<file path="src/rtl/uart_tx_arbiter.sv">
// ============================================================================
//  Module   : uart_tx_arbiter
//  Purpose  : Shares one uart_tx among NUM_REQ byte sources, one frame per grant.
//             Build option UART_ARB_RR_EN: round-robin (defined) or fixed priority.
//  Revision : 1.0 - initial release
// ============================================================================
`default_nettype none

module uart_tx_arbiter #(
    parameter int NUM_REQ   = 4,
    parameter int DATA_BITS = 8,
    parameter int ID_W      = 2
) (
    input  logic                         clk,
    input  logic                         reset_n,
    input  logic [NUM_REQ-1:0]           req,
    input  logic [NUM_REQ*DATA_BITS-1:0] req_data,
    output logic [NUM_REQ-1:0]           req_ack,
    output logic [DATA_BITS-1:0]         tx_din,
    output logic                         tx_start,
    input  logic                         tx_busy,
    output logic [ID_W-1:0]              grant_id,
    output logic                         active
);

    typedef enum logic [1:0] {
        ST_IDLE   = 2'd0,
        ST_LAUNCH = 2'd1,
        ST_WAIT   = 2'd2
    } state_t;

    state_t                state_q,    state_d;
    logic [NUM_REQ-1:0]    req_ack_q,  req_ack_d;
    logic [DATA_BITS-1:0]  tx_din_q,   tx_din_d;
    logic                  tx_start_q, tx_start_d;
    logic [ID_W-1:0]       grant_id_q, grant_id_d;
    logic                  active_q,   active_d;

    logic [ID_W-1:0]       win_id;
    logic [DATA_BITS-1:0]  win_data;
    logic                  grant;

    assign grant = (state_q == ST_IDLE) && !tx_busy && (|req);

`ifdef UART_ARB_RR_EN
    logic [ID_W-1:0] ptr_q, ptr_d;

    // Lowest set index at or above the pointer wins; otherwise wrap to the lowest set index.
    always_comb begin
        win_id = '0;
        for (int i = NUM_REQ - 1; i >= 0; i--) begin
            if (req[i]) win_id = ID_W'(i);
        end
        for (int i = NUM_REQ - 1; i >= 0; i--) begin
            if (req[i] && (ID_W'(i) >= ptr_q)) win_id = ID_W'(i);
        end
    end

    always_comb begin
        ptr_d = ptr_q;
        if (grant) begin
            ptr_d = (win_id == ID_W'(NUM_REQ - 1)) ? '0 : win_id + 1'b1;
        end
    end

    always_ff @(posedge clk or negedge reset_n) begin
        if (!reset_n) ptr_q <= '0;
        else          ptr_q <= ptr_d;
    end
`else
    always_comb begin
        win_id = '0;
        for (int i = NUM_REQ - 1; i >= 0; i--) begin
            if (req[i]) win_id = ID_W'(i);
        end
    end
`endif

    always_comb begin
        win_data = '0;
        for (int i = 0; i < NUM_REQ; i++) begin
            if (win_id == ID_W'(i)) win_data = req_data[i*DATA_BITS +: DATA_BITS];
        end
    end

    always_comb begin
        state_d    = state_q;
        req_ack_d  = '0;
        tx_din_d   = tx_din_q;
        tx_start_d = tx_start_q;
        grant_id_d = grant_id_q;
        active_d   = active_q;
        case (state_q)
            ST_IDLE: begin
                if (grant) begin
                    tx_din_d   = win_data;
                    grant_id_d = win_id;
                    tx_start_d = 1'b1;
                    active_d   = 1'b1;
                    state_d    = ST_LAUNCH;
                end
            end
            // start is held until uart_tx shows it took the byte on its baud tick
            ST_LAUNCH: begin
                if (tx_busy) begin
                    tx_start_d = 1'b0;
                    req_ack_d  = NUM_REQ'(1) << grant_id_q;
                    state_d    = ST_WAIT;
                end
            end
            ST_WAIT: begin
                if (!tx_busy) begin
                    active_d = 1'b0;
                    state_d  = ST_IDLE;
                end
            end
            default: begin
                state_d    = ST_IDLE;
                tx_start_d = 1'b0;
                active_d   = 1'b0;
            end
        endcase
    end

    always_ff @(posedge clk or negedge reset_n) begin
        if (!reset_n) begin
            state_q    <= ST_IDLE;
            req_ack_q  <= '0;
            tx_din_q   <= '0;
            tx_start_q <= 1'b0;
            grant_id_q <= '0;
            active_q   <= 1'b0;
        end else begin
            state_q    <= state_d;
            req_ack_q  <= req_ack_d;
            tx_din_q   <= tx_din_d;
            tx_start_q <= tx_start_d;
            grant_id_q <= grant_id_d;
            active_q   <= active_d;
        end
    end

    assign req_ack  = req_ack_q;
    assign tx_din   = tx_din_q;
    assign tx_start = tx_start_q;
    assign grant_id = grant_id_q;
    assign active   = active_q;

endmodule

`default_nettype wire

</file>
<file path="config.mk">
export PLATFORM = sky130hd
export DESIGN_NAME = uart_tx_arbiter
export DESIGN_NICKNAME = d
export VERILOG_FILES = /design/src/rtl/uart_tx_arbiter.sv
export SDC_FILE = /design/constraint.sdc
export NUM_CORES = 1
export LEC_CHECK = 0
export ABC_AREA = 1
export CELL_PAD_IN_SITES_DETAIL_PLACEMENT = 0
export CELL_PAD_IN_SITES_GLOBAL_PLACEMENT = 1
export CORE_MARGIN = 4
export CORE_UTILIZATION = 23
export CTS_CLUSTER_DIAMETER = 100
export DETAILED_ROUTE_END_ITERATION = 6
export HOLD_SLACK_MARGIN = 0.08
export PLACE_DENSITY = 0.71
export SLEW_MARGIN = 15
export SYNTH_ARGS = -nofsm -noshare
export SYNTH_HDL_FRONTEND = slang
export SYNTH_SLANG_ARGS = --single-unit
</file>
<file path="constraint.sdc">
create_clock -name clk -period 1.2 [get_ports clk]
set_clock_uncertainty 0.2 [all_clocks]
set_input_delay 0.24 -clock clk [delete_from_list [all_inputs] [get_ports clk]]
set_output_delay 0.24 -clock clk [all_outputs]
set_load 0.005 [all_outputs]
</file>
==> results.json <==
{
  "yosys_register_bits": 18,
  "cts-root-to-sink-buffers": 2,
  "cpPeakStageDelay_ns": 0.41,
  "area_added_between_synthesis_and_finish_pct": 92.0,
  "grt.overflow.total": 0,
  "place.port_buffers": 54,
  "groute.usage.overall_pct": 12.8,
  "max_slew_margin_pct": 77.8,
  "syn-cell-area_mm2": 0.00105,
  "critPathSlowestCell": "sky130_fd_sc_hd__dfrtp_1",
  "final.period_utilization_pct": 114,
  "place_hpwl_mm": 2.53,
  "synth_edf_count": 0,
  "worst_setup_path_end_kind": "flip-flop",
  "setup_viol": 17,
  "drt-pass1-iter-count": 4,
  "cpMostUsedCell": "sky130_fd_sc_hd__nand2_1",
  "synthDominantAreaCellType": "sky130_fd_sc_hd__dfrtp_1",
  "rsz_0062_raised_after_global_routing": "true",
  "synth_async_sr_flop_share_pct": 100,
  "clkSlewWorstSetupHoldPaths_ns": 0.07,
  "synthDistinctLibCells": 15,
  "path_delay_family": "simple AND/OR/NAND/NOR gates",
  "ys_dominant_reg_cell": "sky130_fd_sc_hd__dfrtp_1",
  "seq_area_frac_synth_pct": 42.9,
  "nNetsFinal": 273,
  "tightestPinTransition_ns": 0.333,
  "worst_hold_path_type": "in -> async",
  "worstSkewPairLatency_ns": 0.25,
  "route.final.wire_length_mm": 3.57,
  "status": "finished with violations",
  "first_global_vias": 1202,
  "critical_path_buf_inv_count": 1,
  "antenna_violating_nets_post_route": 0,
  "number_of_diodes_added_for_antenna_fixing": 0,
  "post_drt_via_cell_ratio": 4.34,
  "tritoncts.num_buffers": 3,
  "synth_common_cells": "46 x sky130_fd_sc_hd__nand2_1, 24 x sky130_fd_sc_hd__nand3_1, 19 x sky130_fd_sc_hd__inv_1, 18 x sky130_fd_sc_hd__dfrtp_1, 18 x sky130_fd_sc_hd__nor2_1",
  "syn-num-nets": 190,
  "critical_path_arrival_ns": 1.36,
  "worst-setup-path-type": "reg -> reg",
  "critical_path_required_ns": 1.19,
  "wl_per_cell_um": 12.5,
  "floorplan.io_pins": 55,
  "synth_top_area_share_pct": 42.9,
  "synthMostInstantiatedCell": "sky130_fd_sc_hd__nand2_1",
  "critical_path_peak_fanout": 8,
  "worst_setup_slack_after_layout_ns": -0.166,
  "synthCells": 151,
  "place_ws_ns": -0.665,
  "tritoncts": "yes",
  "coreArea_mm2": 0.00438,
  "finalMaxSlewViolations": 0,
  "layout_min_cycle_time_ns": 1.37,
  "synthesis.yosys.warnings": 0,
  "placement_rows": 24,
  "violations": "setup timing",
  "clockRootBuffer": "sky130_fd_sc_hd__clkbuf_8",
  "floorplan.die_area_mm2": 0.00571,
  "vias": 1237,
  "grt_start_max_net_pins": 19,
  "die-height_um": 75.6,
  "weighted_congestion_at_the_end_of_routability_driven_global_placement": 0.828,
  "leakage_dissipation_uw": 0.00101,
  "design_power_total_uw": 3160,
  "irDropWorstVdd_mv": 0.623,
  "post_cts_hold_buffer_count": 0,
  "hold_violations": 0,
  "power_density_mw_per_mm2": 1570,
  "initial_core_util_pct": 23.9,
  "smallest_hold_slack_ns": 0.121,
  "clock_tree.htree_level_count": 1,
  "cap_violations": 0,
  "grt_pass1_wl_mm": 5.73,
  "synth_top_cells_by_area": "sky130_fd_sc_hd__dfrtp_1 43%, sky130_fd_sc_hd__nand2_1 16%, sky130_fd_sc_hd__nand3_1 11%",
  "worst_setup_path_start_kind": "flip-flop",
  "drive_above_1_share_pct": 36.5,
  "die_width_um": 75.6,
  "fmaxAchievable_mhz": 732,
  "post-route-drc-count": 0,
  "numClockSinks": 18,
  "initial_antenna_violation_count": 0,
  "synth.avg_cell_area_um2": 6.95,
  "fin_util_pct": 46.0,
  "path_cells": "nor3_4, nand2_4, buf_12, nor2_1, nand2_1, nand2_1",
  "violation_count_after_the_first_detailed_route_iteration": 59,
  "timing.setup.tns_ns": -1.67
}
[where the power goes]
group	total (uW)	switching, uW	internal, uW	leakage (uW)
sequential	985	135	850	0.000229
clock	491	199	291	0.0000288
combinational	1690	761	927	0.000752
total	3160	1100	2070	0.00101
[cell usage in the layout, fill, tap and decap left out, types with 4 or more instances in the layout]
master	n
sky130_fd_sc_hd__buf_2	16
sky130_fd_sc_hd__buf_4	22
sky130_fd_sc_hd__clkbuf_8	4
sky130_fd_sc_hd__clkdlybuf4s50_1	33
sky130_fd_sc_hd__dfrtp_1	18
sky130_fd_sc_hd__dlygate4sd2_1	4
sky130_fd_sc_hd__inv_1	18
sky130_fd_sc_hd__nand2_1	40
sky130_fd_sc_hd__nand2_2	7
sky130_fd_sc_hd__nand3_1	24
sky130_fd_sc_hd__nor2_1	4
sky130_fd_sc_hd__nor2_2	7
sky130_fd_sc_hd__nor2_4	8
sky130_fd_sc_hd__nor4_2	4
sky130_fd_sc_hd__o21ai_1	4
[timing repair]
action	4_1_cts	5_1_grt
gates resized for setup	93	24
cloned	2	0
buffers inserted	8	3
pin swaps	11	5
endpoints found under the hold margin	0	0
endpoints found under the setup margin	33	30
[metal layers]
layer	global-route usage, %	part of all wire (%)	vias to the layer above
li1	-	-	641
met1	17.8	45	557
met2	21.7	48	37
met3	1.58	6.6	2
met4	2.33	0.39	0
met5	0	0	-
[final cells by class]
type,instances,area [um2]
Timing Repair Buffer,82,717
Fill cell,463,2370
Tap cell,52,65.1
Multi-Input combinational cell,108,642
Sequential cell,18,450
Inverter,21,86.3
Clock buffer,4,55.1
[sequential cells by signal, summed over array words and instances (netlist names)]
register and count:
state_q 2, grant_id 2, active 1, tx_din 8, tx_start 1, req_ack 4
[metrics by stage]
stage               cells  area, um2
floorplan             151       1080
global placement      268       1780
detailed placement    268       1780
CTS                   282       1920
global route          285       2020
finish                285       2020
[cell families after synthesis]
family	count (synthesis)	share of synthesized area [%]
and+or+nand+nor	99	41.1
buffers and inverters	26	12.2
DFF	18	42.9
AOI/OAI and AO/OA	8	3.81
[worst paths after layout]
| check | start | end | slack (ns) | cells past startpoint |
|---|---|---|---|---|
| max | state_q[0] | tx_din[7] | -0.17 | 6 |
| min | reset_n | tx_start | 0.12 | 2 |
| max reg2reg | state_q[0] | tx_din[7] | -0.17 | 6 |
| min reg2reg | tx_din[4] | tx_din[4] | 0.30 | 2 |
| max in group asynchronous | reset_n | grant_id[0] | 0.55 | 2 |
| min in group clk | req[0] | grant_id[0] | 0.28 | 4 |
Note: power is estimated with default switching activity, not from simulation.
